$ cat src/rtl/alien_sprite_unit.sv
// alien_sprite_unit: walking alien sprite with bullet hit detection and VGA pixel raster (optional ALIEN_BITMAP_EN mask)
module alien_sprite_unit #(
  parameter int X_W       = 9,
  parameter int Y_W       = 8,
  parameter int SPR_W     = 10,
  parameter int SPR_H     = 4,
  parameter int START_X   = 180,
  parameter int START_Y   = 10,
  parameter int START_DIR = 0,
  parameter int MIN_X     = 0,
  parameter int MAX_X     = 319,
  parameter int STEP      = 1,
  parameter int DROP      = 1,
  parameter logic [2:0] COLOUR = 3'b101,
  parameter logic [SPR_W*SPR_H-1:0] BITMAP = '1
) (
  input  logic           clk,
  input  logic           reset,
  input  logic           move_tick,
  input  logic           draw_req,
  input  logic           erase_req,
  input  logic           bullet_valid,
  input  logic [X_W-1:0] bullet_x,
  input  logic [Y_W-1:0] bullet_y,
  output logic [X_W-1:0] x,
  output logic [Y_W-1:0] y,
  output logic [2:0]     colour,
  output logic           plot,
  output logic           busy,
  output logic           finish,
  output logic           collision
);
  typedef enum logic [1:0] {IDLE, DRAW, ERASE} state_e;
  state_e state_q, state_d;
  logic [X_W-1:0] pos_x_q, pos_x_d, base_x_q, base_x_d, x_q, x_d;
  logic [Y_W-1:0] pos_y_q, pos_y_d, base_y_q, base_y_d, y_q, y_d;
  logic [5:0] col_q, col_d, row_q, row_d, col_n, row_n;
  logic [2:0] colour_q, colour_d;
  logic plot_q, plot_d, finish_q, finish_d, coll_q, hit_q, hit_c, rise;
  logic dir_q, dir_d, pending_q, pending_d, respawn, last, bm0, bmn;
  logic [X_W:0] right_edge;
  logic [Y_W:0] y_drop;
  assign col_n = (col_q == 6'(SPR_W - 1)) ? '0 : col_q + 6'd1;
  assign row_n = (col_q == 6'(SPR_W - 1)) ? row_q + 6'd1 : row_q;
  assign last = (col_q == 6'(SPR_W - 1)) && (row_q == 6'(SPR_H - 1));
`ifdef ALIEN_BITMAP_EN
  localparam int IW = (SPR_W * SPR_H > 1) ? $clog2(SPR_W * SPR_H) : 1;
  logic [IW-1:0] idx_n;
  assign idx_n = IW'(32'(row_n) * SPR_W + 32'(col_n));
  assign bm0 = BITMAP[0];
  assign bmn = BITMAP[idx_n];
`else
  assign bm0 = 1'b1;
  assign bmn = 1'b1;
`endif
  // Raster FSM: snapshot position on entry, then emit one registered pixel per cycle
  always_comb begin
    state_d = state_q;
    base_x_d = base_x_q;
    base_y_d = base_y_q;
    col_d = col_q;
    row_d = row_q;
    x_d = x_q;
    y_d = y_q;
    colour_d = colour_q;
    plot_d = 1'b0;
    finish_d = 1'b0;
    if (state_q == IDLE) begin
      if (draw_req || erase_req) begin
        state_d = erase_req ? ERASE : DRAW;
        base_x_d = pos_x_q;
        base_y_d = pos_y_q;
        col_d = '0;
        row_d = '0;
        x_d = pos_x_q;
        y_d = pos_y_q;
        colour_d = erase_req ? 3'b000 : COLOUR;
        plot_d = erase_req || bm0;
      end
    end else if (last) begin
      state_d = IDLE;
      finish_d = 1'b1;
    end else begin
      col_d = col_n;
      row_d = row_n;
      x_d = base_x_q + X_W'(col_n);
      y_d = base_y_q + Y_W'(row_n);
      plot_d = (state_q == ERASE) || bmn;
    end
  end
  assign right_edge = {1'b0, pos_x_q} + (X_W+1)'(STEP + SPR_W - 1);
  assign y_drop = {1'b0, pos_y_q} + (Y_W+1)'(DROP);
  assign hit_c = bullet_valid
    && ({1'b0, bullet_x} >= {1'b0, pos_x_q})
    && ({1'b0, bullet_x} <= {1'b0, pos_x_q} + (X_W+1)'(SPR_W - 1))
    && ({1'b0, bullet_y} >= {1'b0, pos_y_q})
    && ({1'b0, bullet_y} <= {1'b0, pos_y_q} + (Y_W+1)'(SPR_H - 1));
  assign rise = hit_c && !hit_q;
  assign respawn = (state_q == IDLE) && pending_q;
  // Movement, edge drop/reverse and deferred respawn after a hit
  always_comb begin
    pos_x_d = pos_x_q;
    pos_y_d = pos_y_q;
    dir_d = dir_q;
    pending_d = pending_q || rise;
    if (respawn) begin
      pos_x_d = X_W'(START_X);
      pos_y_d = Y_W'(START_Y);
      dir_d = 1'(START_DIR);
      pending_d = rise;
    end else if (move_tick) begin
      if (dir_q ? (right_edge > (X_W+1)'(MAX_X)) : ({1'b0, pos_x_q} < (X_W+1)'(MIN_X + STEP))) begin
        pos_y_d = y_drop[Y_W] ? '1 : y_drop[Y_W-1:0];
        dir_d = !dir_q;
      end else begin
        pos_x_d = dir_q ? pos_x_q + X_W'(STEP) : pos_x_q - X_W'(STEP);
      end
    end
  end
  // State and output registers
  always_ff @(posedge clk or negedge reset) begin
    if (!reset) begin
      state_q <= IDLE;
      pos_x_q <= X_W'(START_X);
      pos_y_q <= Y_W'(START_Y);
      dir_q <= 1'(START_DIR);
      pending_q <= 1'b0;
      base_x_q <= '0;
      base_y_q <= '0;
      col_q <= '0;
      row_q <= '0;
      x_q <= '0;
      y_q <= '0;
      colour_q <= '0;
      plot_q <= 1'b0;
      finish_q <= 1'b0;
      hit_q <= 1'b0;
      coll_q <= 1'b0;
    end else begin
      state_q <= state_d;
      pos_x_q <= pos_x_d;
      pos_y_q <= pos_y_d;
      dir_q <= dir_d;
      pending_q <= pending_d;
      base_x_q <= base_x_d;
      base_y_q <= base_y_d;
      col_q <= col_d;
      row_q <= row_d;
      x_q <= x_d;
      y_q <= y_d;
      colour_q <= colour_d;
      plot_q <= plot_d;
      finish_q <= finish_d;
      hit_q <= hit_c;
      coll_q <= rise;
    end
  end
  assign x = x_q;
  assign y = y_q;
  assign colour = colour_q;
  assign plot = plot_q;
  assign busy = (state_q != IDLE);
  assign finish = finish_q;
  assign collision = coll_q;
endmodule
$ cat config.mk
export PLATFORM = sky130hd
export DESIGN_NAME = alien_sprite_unit
export DESIGN_NICKNAME = d
export VERILOG_FILES = /design/src/rtl/alien_sprite_unit.sv
export SDC_FILE = /design/constraint.sdc
export NUM_CORES = 1
export LEC_CHECK = 0
export ABC_CLOCK_PERIOD_IN_PS = 3200
export CAP_MARGIN = 10
export CORE_UTILIZATION = 25
export CTS_BUF_LIST = sky130_fd_sc_hd__clkbuf_8
export CTS_CLUSTER_SIZE = 24
export DETAILED_ROUTE_END_ITERATION = 10
export PLACE_DENSITY_LB_ADDON = 0.1
export SLEW_MARGIN = 20
export SYNTH_ARGS = -nofsm -noshare
export SYNTH_HDL_FRONTEND = slang
export SYNTH_SLANG_ARGS = --single-unit
export TNS_END_PERCENT = 5
$ cat constraint.sdc
create_clock -name clk -period 3.2 [get_ports clk]
set_input_delay 0.32 -clock clk [delete_from_list [all_inputs] [get_ports clk]]
set_output_delay 0.32 -clock clk [all_outputs]
set_load 0.02 [all_outputs]
; After elaboration in Yosys (flattened, before gate mapping)
; Cells that the tools add are included.
[totals]
register_bits = 74
inputBits = 23
output_inout_bits = 24
[op_classes]
n_addsub = 10
order_cmp = 6
eq_ne = 5
n_mux = 36
reduce_logical = 21
[op_table]
columns = cell, count
row1 = two-way mux 9 bit, 7
row2 = two-way mux 8 bit, 7
row3 = two-way mux 6 bit, 7
row4 = "adder 9 x 4 -> 10 bit, second input constant", 2
row5 = "adder 6 x 1 -> 6 bit, second input constant", 2
row6 = "greater-than comparator 10 x 9 -> 1 bit, second input constant", 1
row7 = <= comparator 9 x 10 -> 1 bit, 1
row8 = two-way mux 1 bit, 10
row9 = AND reduction 2 bit, 5
row10 = "adder 8 x 1 -> 9 bit, second input constant", 1
row11 = "adder 8 x 2 -> 9 bit, second input constant", 1
row12 = "adder 9 x 1 -> 9 bit, second input constant", 1
row13 = adder 9 x 6 -> 9 bit, 1
row14 = greater-or-equal comparator 9 bit, 1
row15 = <= comparator 8 x 9 -> 1 bit, 1
row16 = "< comparator 9 x 1 -> 1 bit, second input constant", 1
row17 = "subtractor 9 x 1 -> 9 bit, second input constant", 1
row18 = adder 8 x 6 -> 8 bit, 1
row19 = greater-or-equal comparator 8 bit, 1
row20 = two-way mux 2 bit, 4
row21 = nonzero test 2 bit, 4
row22 = logical AND 1 bit, 7
row23 = "== test 6 x 2 -> 1 bit, second input constant", 1
row24 = "== test 6 x 4 -> 1 bit, second input constant", 1
row25 = other kinds (6), 9

; Longest topological paths before layout
; Gate-level depths: netlist of run 1.
[logic_depth]
word_depth = 8
ltp_mapped = 14
mapped_depth_nobuf = 13

; Worst setup path before layout of run 1
; OpenSTA, ideal clock, no wires.
[synth_timing]
path_type = register to register
from = reg col_q[2]
to = reg y_q[6], in the netlist y[6]
arrival_ns = 2.866
t_required_ns = 3.077
slack_ns = 0.211
path_stages_with_launch = 13
path_buffers = 1
period_less_slack_ns = 2.989
cell_sequence = dfrtp_1 nor3b_1 and3b_1 clkbuf_1 xor2_1 ha_1 fa_1 a21o_1 a21oi_1 nor2b_1 or4_1 a31oi_1 o21ai_1
[synth_via]
elab_chain_len = 5
[synth_lines]
columns = element, line
row1 = "start, declared", 37  ; logic [5:0] col_q, col_d, row_q, row_d, col_n, row_n;
row2 = "start signal, assigned", 147  ; col_q <= col_d;
row3 = == test 6 x 4 -> 1 bit *, "44, 45"
row4 = two-way mux 6 bit, 44  ; assign row_n = (col_q == 6'(SPR_W - 1)) ? row_q + 6'd1 : row_q;
row5 = adder 8 x 6 -> 8 bit, 87  ; y_d = base_y_q + Y_W'(row_n);
row6 = two-way mux 8 bit, 80  ; end else if (last) begin
row7 = two-way mux 8 bit, 68  ; if (state_q == IDLE) begin
row8 = "end signal, assigned", 150  ; y_q <= y_d;
row9 = "end, declared", 36  ; logic [Y_W-1:0] pos_y_q, pos_y_d, base_y_q, base_y_d, y_q, y_d;
; Mark *: on every way between the ends. The rest lies on a longest branch, timed or not. The select of a mux whose other input is x is not followed.
; A chain may end at the register's enable or synchronous reset.

; Worst setup path in the final report of run 1
; Ends and elaborated chain as after synthesis.

==> impl_metrics.xml, run 1 <==
<?xml version="1.0" encoding="UTF-8"?>
<metrics>
  <group name="layout">
    <metric name="nNetsFinal" unit="">724</metric>
    <metric name="antenna_cells" unit="">0</metric>
    <metric name="layout.core_utilization" unit="">0.305</metric>
    <metric name="drive_gt1_frac" unit="">0.0833</metric>
    <metric name="stdcell_area" unit="µm²">6190</metric>
    <metric name="area_delta_synth_final" unit="%">19.4</metric>
    <metric name="final_common_cell" unit="">nand2_1</metric>
    <metric name="fillCellCount" unit="">2167</metric>
    <metric name="layoutNonFillerInstCount" unit="">918</metric>
    <metric name="final_cell_mix" unit="">72 x nand2_1, 66 x dfrtp_1, 56 x ha_1</metric>
  </group>
  <group name="floorplan">
    <metric name="ioPinCount" unit="">47</metric>
    <metric name="num_rows" unit="">52</metric>
    <metric name="core_area" unit="µm²">20300</metric>
    <metric name="floorplan.die_area" unit="µm²">21300</metric>
    <metric name="start_util" unit="">0.255</metric>
    <metric name="chipHeight" unit="µm">146</metric>
    <metric name="fp.dieW" unit="µm">146</metric>
  </group>
  <group name="pwr">
    <metric name="peakVddDrop" unit="mV">0.228</metric>
    <metric name="power-per-cell-area" unit="nW/µm²">868</metric>
    <metric name="power_leakage" unit="nW">2.75</metric>
  </group>
  <group name="routing">
    <metric name="top_layer_used" unit="">met4</metric>
    <metric name="via_count" unit="">4429</metric>
    <metric name="route.antenna.remaining_nets" unit="">0</metric>
    <metric name="violation_count_after_the_first_detailed_route_iteration" unit="">253</metric>
    <metric name="route.detailed.vias_per_inst" unit="">4.82</metric>
    <metric name="met3_length" unit="µm">353</metric>
    <metric name="drt-met1-wl" unit="mm">7.48</metric>
    <metric name="post-route-drc-count" unit="">0</metric>
    <metric name="met2_length" unit="mm">6.58</metric>
    <metric name="routed_wire_length_per_instance" unit="µm">15.9</metric>
    <metric name="drt-pass1-iter-count" unit="">4</metric>
    <metric name="postRouteWirelength" unit="mm">14.6</metric>
  </group>
  <group name="setup_path">
    <metric name="regToRegSetupSlack" unit="ps">140</metric>
    <metric name="worstReg2RegStart" unit="">col_q[2]</metric>
    <metric name="reg2regPathDepth" unit="">10</metric>
    <metric name="worst_path_largest_cell_delay" unit="ps">440</metric>
    <metric name="rr_endpoint" unit="">y[6]</metric>
    <metric name="worstSetupEndpoint" unit="">y[6]</metric>
    <metric name="timing.setup.critical_path_class" unit="">reg2reg</metric>
    <metric name="cp_data_required_time" unit="ps">3470</metric>
    <metric name="crit_slowest_cell" unit="">dfrtp_1</metric>
    <metric name="cp_cell_sequence" unit="">nor3b_1 &gt; and3b_2 &gt; mux2_2 &gt; fa_1 &gt; a21o_1 &gt; a21oi_1 &gt; nor2b_1 &gt; or4_1 &gt; a31oi_1 &gt; o21ai_1</metric>
    <metric name="crit_path_start_kind" unit="">flop</metric>
    <metric name="timing.critical_path.arrival" unit="ps">3330</metric>
    <metric name="crit_path_start" unit="">col_q[2]</metric>
    <metric name="setup.worst_path.end_class" unit="">flop</metric>
    <metric name="critical_path_peak_fanout" unit="">5</metric>
  </group>
  <group name="sta">
    <metric name="finalCriticalPeriod" unit="ps">3060</metric>
    <metric name="worst_pin_slew" unit="ps">614</metric>
    <metric name="setup_violations" unit="">0</metric>
    <metric name="rsz0062_at_grt" unit="">no</metric>
    <metric name="max_freq" unit="MHz">326</metric>
    <metric name="worst_slew_margin_rel" unit="">0.591</metric>
    <metric name="finClkSkew" unit="ps">19.3</metric>
    <metric name="fin_hold_ws" unit="ps">393</metric>
    <metric name="min_period_over_period" unit="">0.958</metric>
    <metric name="setup_total_negative_slack" unit="ps">0</metric>
    <metric name="timing_max_transition_violations_final" unit="">0</metric>
    <metric name="hold_violation_count_in_the_final_report" unit="">0</metric>
  </group>
  <group name="yosys">
    <metric name="dominantRegCellSynth" unit="">dfrtp_1</metric>
    <metric name="yosys_warnings" unit="">0</metric>
    <metric name="synth_edf_count" unit="">0</metric>
    <metric name="postSynth.asyncResetShare" unit="">1.00</metric>
    <metric name="flops_latches_synth" unit="">72</metric>
    <metric name="post-synth-top-area-fraction" unit="">0.319</metric>
    <metric name="synthDominantAreaCellType" unit="">dfrtp_1</metric>
    <metric name="synth_seq_area_share" unit="">0.349</metric>
    <metric name="syn_area_per_cell" unit="µm²">8.61</metric>
    <metric name="synth_top_cells_by_area" unit="">dfrtp_1 32%, ha_1 14%, nand2_1 5.2%, xnor2_1 4.2%, a21oi_1 3.7%</metric>
    <metric name="syn_nets" unit="">683</metric>
    <metric name="syn_inst" unit="">602</metric>
    <metric name="synth_area" unit="µm²">5180</metric>
    <metric name="synth.lib_cells_used.distinct" unit="">70</metric>
  </group>
  <group name="grt">
    <metric name="global_route_wire_length_before_repair" unit="mm">24.6</metric>
    <metric name="global_route.usage.total" unit="">0.146</metric>
    <metric name="antenna_violations_before_repair" unit="">0</metric>
    <metric name="grt_start_max_net_pins" unit="">73</metric>
    <metric name="total_global_routing_overflow" unit="">0</metric>
    <metric name="number_of_global_route_vias_before_repair" unit="">4596</metric>
  </group>
  <group name="clock_network">
    <metric name="clock_transition_time_at_the_flip_flop_clock_pins_of_the_worst_setup_and_hold_paths" unit="ps">100</metric>
    <metric name="clock_buffer_count_from_cts" unit="">9</metric>
    <metric name="clk_latency" unit="ps">370</metric>
    <metric name="cts_buffer_depth" unit="">2</metric>
    <metric name="numClockSinks" unit="">72</metric>
    <metric name="cts_root_buffer_type" unit="">clkbuf_8</metric>
    <metric name="cts_tree" unit="">yes</metric>
    <metric name="cts-htree-levels" unit="">3</metric>
  </group>
  <group name="hold_path">
    <metric name="hold_path_class" unit="">in2async</metric>
  </group>
  <group name="placement">
    <metric name="port_buffers" unit="">45</metric>
    <metric name="dpl-instance-area" unit="µm²">5940</metric>
    <metric name="post-dp-hpwl" unit="mm">10.8</metric>
    <metric name="place.gp.congestion" unit="">0.779</metric>
    <metric name="place_inst" unit="">900</metric>
  </group>
  <group name="job">
    <metric name="max_cap_viol_count" unit="">0</metric>
  </group>
  <group name="status">
    <metric name="outcome" unit="">finished clean</metric>
  </group>
</metrics>
## worst min-delay path by stage
stage / to / startpoint / slack (ps)
2_1_floorplan: base_x_q[0] / reset / 20
3_3_place_gp: y[2] / y[2] / 470
3_5_place_dp: y[2] / y[2] / 480
4_1_cts: y[7] / reset / 140
5_1_grt: y[5] / reset / 390
6_report: y[5] / reset / 390
## final cells by class
class | instances | area (µm²) | share of cell area
repair buffers | 60 | 583 | 0.0942
inverters | 33 | 124 | 0.0200
clock inverters | 6 | 66.3 | 0.0107
well taps | 270 | 338 | 0.0546
multi-input cells | 467 | 3130 | 0.506
clock buffers | 10 | 138 | 0.0222
flip-flops and latches | 72 | 1810 | 0.292
## per-stage QoR
stage,setup slack (ps),total power [mW]
after floorplan,211,3.67
after CTS,104,5.47
after detailed placement,106,4.66
final,135,5.37
after global routing,4.42,5.95
after global placement,174,4.62
## routing by layer
layer / vias up / track usage
met2: 61 / 0.231
met5: - / 0
li1: 2228 / -
met1: 2130 / 0.206
met4: 0 / 0.0458
met3: 10 / 0.0213
## Yosys cell counts, types with 2 or more instances
master / count
a31o_1: 2
inv_2: 3
o21ai_0: 38
or4_1: 3
nor2_1: 47
or2_2: 2
nand4_1: 6
ha_1: 56
xnor2_1: 25
a22o_1: 3
clkbuf_1: 24
o21ai_1: 12
nor3_1: 15
o2111ai_1: 3
or3_1: 5
o31ai_1: 8
a21oi_1: 38
inv_1: 30
nand2_1: 72
nor3b_1: 3
dfstp_2: 6
a31oi_1: 8
o211ai_1: 2
nand3_1: 20
mux2_2: 2
o21a_1: 2
nand2b_1: 5
a21o_1: 13
xor2_1: 8
mux2i_1: 2
o2bb2ai_1: 2
buf_4: 2
a41oi_1: 3
and3_1: 8
buf_1: 2
nor2b_1: 7
nor4_1: 2
and2_1: 4
o22ai_1: 2
dfrtp_1: 66
fa_1: 2
a211oi_1: 10
nor4b_1: 2
## flip-flops by register name, indices dropped and copies added, names as in the netlist, 2 cells and up
signal	flops
row_q	6
pos_x_q	9
state_q	2
col_q	6
y	8
x	9
base_y_q	8
base_x_q	9
pos_y_q	8
## report_power, final
part           switching (mW)  internal [mW]  leakage [nW]
Combinational            1.64           1.33          1.77
Sequential              0.349           1.28         0.891
Clock                   0.390          0.383        0.0949
Total                    2.38           2.99          2.75
## worst max-delay path: cells and delay by family (launching register included)
family / cells / cell delay (ps)
and+or+nand+nor: 4 / 1070
muxes: 1 / 380
AOI/OAI and AO/OA: 4 / 640
adders and majority gates: 1 / 440
DFF: 1 / 440
## timing repair
action                                  CTS  global route
setup buffers                             0             0
endpoints found under the setup margin    0             1
endpoints found under the hold margin     0            23
hold buffers                              0             1
gates resized for setup                   0             1
## kinds of logic (layout without fill, tap and decap cells)
logic type / count (synthesis) / count (layout) / share of synthesized area
other: 1 / 1 / 0.000723
multiplexers: 4 / 4 / 0.00821
buffers and inverters: 63 / 109 / 0.0488
AND/OR/NAND/NOR: 209 / 209 / 0.194
AO/OA/AOI/OAI: 162 / 162 / 0.201
flip-flops: 72 / 72 / 0.349
XOR/XNOR: 33 / 33 / 0.0558
adder cells (fa/ha/maj): 58 / 58 / 0.143
Note: power is estimated with default switching activity, not from simulation.
==> run 2, diff against run 1 <==
--- a/config.mk
+++ b/config.mk
@@ -12,7 +12,7 @@
 export CTS_CLUSTER_SIZE = 24
 export DETAILED_ROUTE_END_ITERATION = 10
 export PLACE_DENSITY_LB_ADDON = 0.1
-export SLEW_MARGIN = 20
+export RECOVER_POWER = 100
 export SYNTH_ARGS = -nofsm -noshare
 export SYNTH_HDL_FRONTEND = slang
 export SYNTH_SLANG_ARGS = --single-unit
==> run 2 against run 1 <==
Compared with the run above:
- the run now ends with capacitance limit, slew limit left
- die area is the same
- largest cell class unchanged
- global-route usage did not move
- utilization down 0.41 points
- total power decreased by 1.4%
- final area fell by 1.3%
- combinational power is 2% lower
- critical endpoint unchanged
==> impl_metrics.xml, run 2 (same netlist as run 1, synthesis figures left out) <==
<?xml version="1.0" encoding="UTF-8"?>
<metrics>
  <group name="sta">
    <metric name="fin_hold_ws" unit="ps">479</metric>
    <metric name="finalCriticalPeriod" unit="ps">3060</metric>
    <metric name="min_period_over_period" unit="">0.957</metric>
    <metric name="finClkSkew" unit="ps">18.6</metric>
    <metric name="max_freq" unit="MHz">327</metric>
    <metric name="worst_slack" unit="ps">138</metric>
    <metric name="worst_pin_slew" unit="ps">1910</metric>
    <metric name="timing_max_transition_violations_final" unit="">108</metric>
    <metric name="setup_total_negative_slack" unit="ps">0</metric>
    <metric name="rsz0062_at_grt" unit="">no</metric>
    <metric name="hold_violation_count_in_the_final_report" unit="">0</metric>
    <metric name="worst_slew_margin_rel" unit="">-0.271</metric>
    <metric name="setup_violations" unit="">0</metric>
  </group>
  <group name="job">
    <metric name="max_cap_viol_count" unit="">2</metric>
  </group>
  <group name="layout">
    <metric name="nNetsFinal" unit="">722</metric>
    <metric name="final_common_cell" unit="">nand2_1</metric>
    <metric name="fillCellCount" unit="">2180</metric>
    <metric name="antenna_cells" unit="">0</metric>
    <metric name="final_cell_mix" unit="">72 x nand2_1, 66 x dfrtp_1, 56 x ha_1</metric>
    <metric name="area_delta_synth_final" unit="%">17.8</metric>
    <metric name="drive_gt1_frac" unit="">0.0681</metric>
  </group>
  <group name="setup_path">
    <metric name="timing.critical_path.depth" unit="">10</metric>
    <metric name="setup.worst_path.end_class" unit="">flop</metric>
    <metric name="critical_path.n_buffers_inverters" unit="">0</metric>
    <metric name="cp_cell_sequence" unit="">nor3b_1 &gt; and3b_2 &gt; mux2_2 &gt; fa_1 &gt; a21o_1 &gt; a21oi_1 &gt; nor2b_1 &gt; or4_1 &gt; a31oi_1 &gt; o21ai_1</metric>
    <metric name="crit_path_start_kind" unit="">flop</metric>
    <metric name="critical_path_peak_fanout" unit="">5</metric>
    <metric name="timing.setup.critical_path_class" unit="">reg2reg</metric>
    <metric name="reg2regPathDepth" unit="">10</metric>
    <metric name="timing.critical_path.arrival" unit="ps">3320</metric>
    <metric name="family_of_cells_with_the_greatest_summed_delay_on_the_critical_path" unit="">simple AND/OR/NAND/NOR gates</metric>
    <metric name="cp_data_required_time" unit="ps">3460</metric>
    <metric name="crit_slowest_cell" unit="">dfrtp_1</metric>
    <metric name="worst_path_largest_cell_delay" unit="ps">430</metric>
  </group>
  <group name="grt">
    <metric name="global_route_wire_length_before_repair" unit="mm">24.6</metric>
    <metric name="total_global_routing_overflow" unit="">0</metric>
    <metric name="grt_start_max_net_pins" unit="">73</metric>
    <metric name="global_route.usage.total" unit="">0.146</metric>
    <metric name="number_of_global_route_vias_before_repair" unit="">4596</metric>
    <metric name="antenna_violations_before_repair" unit="">0</metric>
  </group>
  <group name="placement">
    <metric name="worst_case_setup_slack_after_placement" unit="ps">106</metric>
    <metric name="port_buffers" unit="">45</metric>
    <metric name="place.gp.congestion" unit="">0.779</metric>
    <metric name="post-dp-hpwl" unit="mm">10.8</metric>
  </group>
  <group name="clock_network">
    <metric name="numClockSinks" unit="">72</metric>
    <metric name="clock_buffer_count_from_cts" unit="">9</metric>
    <metric name="cts_buffer_depth" unit="">2</metric>
    <metric name="cts_tree" unit="">yes</metric>
    <metric name="cts_repair_resize_count" unit="">0</metric>
    <metric name="clk_latency" unit="ps">370</metric>
    <metric name="post_cts.repair.setup_buffers" unit="">0</metric>
    <metric name="clock_transition_time_at_the_flip_flop_clock_pins_of_the_worst_setup_and_hold_paths" unit="ps">100</metric>
    <metric name="cts-htree-levels" unit="">3</metric>
    <metric name="cts.hold.buffers_added" unit="">0</metric>
    <metric name="cts_root_buffer_type" unit="">clkbuf_8</metric>
  </group>
  <group name="floorplan">
    <metric name="num_rows" unit="">52</metric>
    <metric name="fp.dieW" unit="µm">146</metric>
    <metric name="chipHeight" unit="µm">146</metric>
    <metric name="core_area" unit="µm²">20300</metric>
    <metric name="floorplan.die_area" unit="µm²">21300</metric>
    <metric name="start_util" unit="">0.255</metric>
    <metric name="ioPinCount" unit="">47</metric>
  </group>
  <group name="pwr">
    <metric name="post-layout-total-power" unit="mW">5.30</metric>
    <metric name="power_leakage" unit="nW">2.73</metric>
    <metric name="power-per-cell-area" unit="nW/µm²">868</metric>
    <metric name="peakVddDrop" unit="mV">0.227</metric>
  </group>
  <group name="routing">
    <metric name="routed_wire_length_per_instance" unit="µm">15.9</metric>
    <metric name="route.antenna.remaining_nets" unit="">0</metric>
    <metric name="post-route-drc-count" unit="">0</metric>
    <metric name="violation_count_after_the_first_detailed_route_iteration" unit="">254</metric>
    <metric name="postRouteWirelength" unit="mm">14.6</metric>
    <metric name="drt-pass1-iter-count" unit="">5</metric>
    <metric name="route.detailed.vias_per_inst" unit="">4.84</metric>
    <metric name="via_count" unit="">4432</metric>
  </group>
  <group name="hold_path">
    <metric name="hold_path_class" unit="">in2async</metric>
  </group>
  <group name="status">
    <metric name="outcome" unit="">complete, but fails checks</metric>
    <metric name="failed_checks" unit="">capacitance limit, slew limit</metric>
  </group>
</metrics>
[run 2: cell count changes in the layout (fill, tap and decap cells not counted), sizes merged]
cell and change:
clkdlybuf4s50 -23, dlygate4sd3 +22, buf -7, clkbuf +6
[run 2: report_power, final]
part | internal [mW] | total [mW] | switching [mW]
sequential | 1.28 | 1.62 | 0.344
combinational | 1.27 | 2.91 | 1.63
clock | 0.383 | 0.770 | 0.387
[run 2: final timing paths]
| kind | slack [ps] | from | to |
|---|---|---|---|
| max | 140 | col_q[2] | y[6] |
| min | 480 | reset | y[2] |
| max reg2reg | 140 | col_q[2] | y[6] |
| min reg2reg | 480 | y[2] | y[2] |
| max in group asynchronous | 1590 | reset | dir_q |
| min in group clk | 480 | y[2] | y[2] |
[run 2: metrics by stage]
step / std cells / utilization / area, µm²
global placement: 900 / 0.293 / 5940
floorplan: 602 / - / 5180
global route: 916 / 0.301 / 6100
CTS: 916 / 0.303 / 6150
finish: 916 / 0.301 / 6100
detailed placement: 900 / 0.293 / 5940
[run 2: routing by layer]
layer  part of all wire  track usage  vias up  wire length (µm)
li1                   -            -     2227                 -
met2               0.46        0.231       60              6730
met5                  0            0        -                 0
met4             0.0049       0.0458        0                71
met1               0.51        0.206     2141              7470
met3              0.021       0.0213        4               303
[run 2: area by class of cell]
type                       count  area [µm²]  area share
tap                          270         338      0.0553
clock inverter                 6        66.3      0.0109
inverter                      33         124      0.0203
timing repair buffer          58         526      0.0861
sequential                    72        1810       0.296
multi-input combinational    467        3100       0.509
clock buffer                  10         138      0.0225
[run 2: worst register-to-register path, cell delays in order, from the launching register on]
cell	delay [ps]
dfrtp_1	430
nor3b_1	290
and3b_2	280
mux2_2	380
fa_1	440
a21o_1	200
a21oi_1	180
nor2b_1	90
or4_1	400
a31oi_1	180
o21ai_1	80
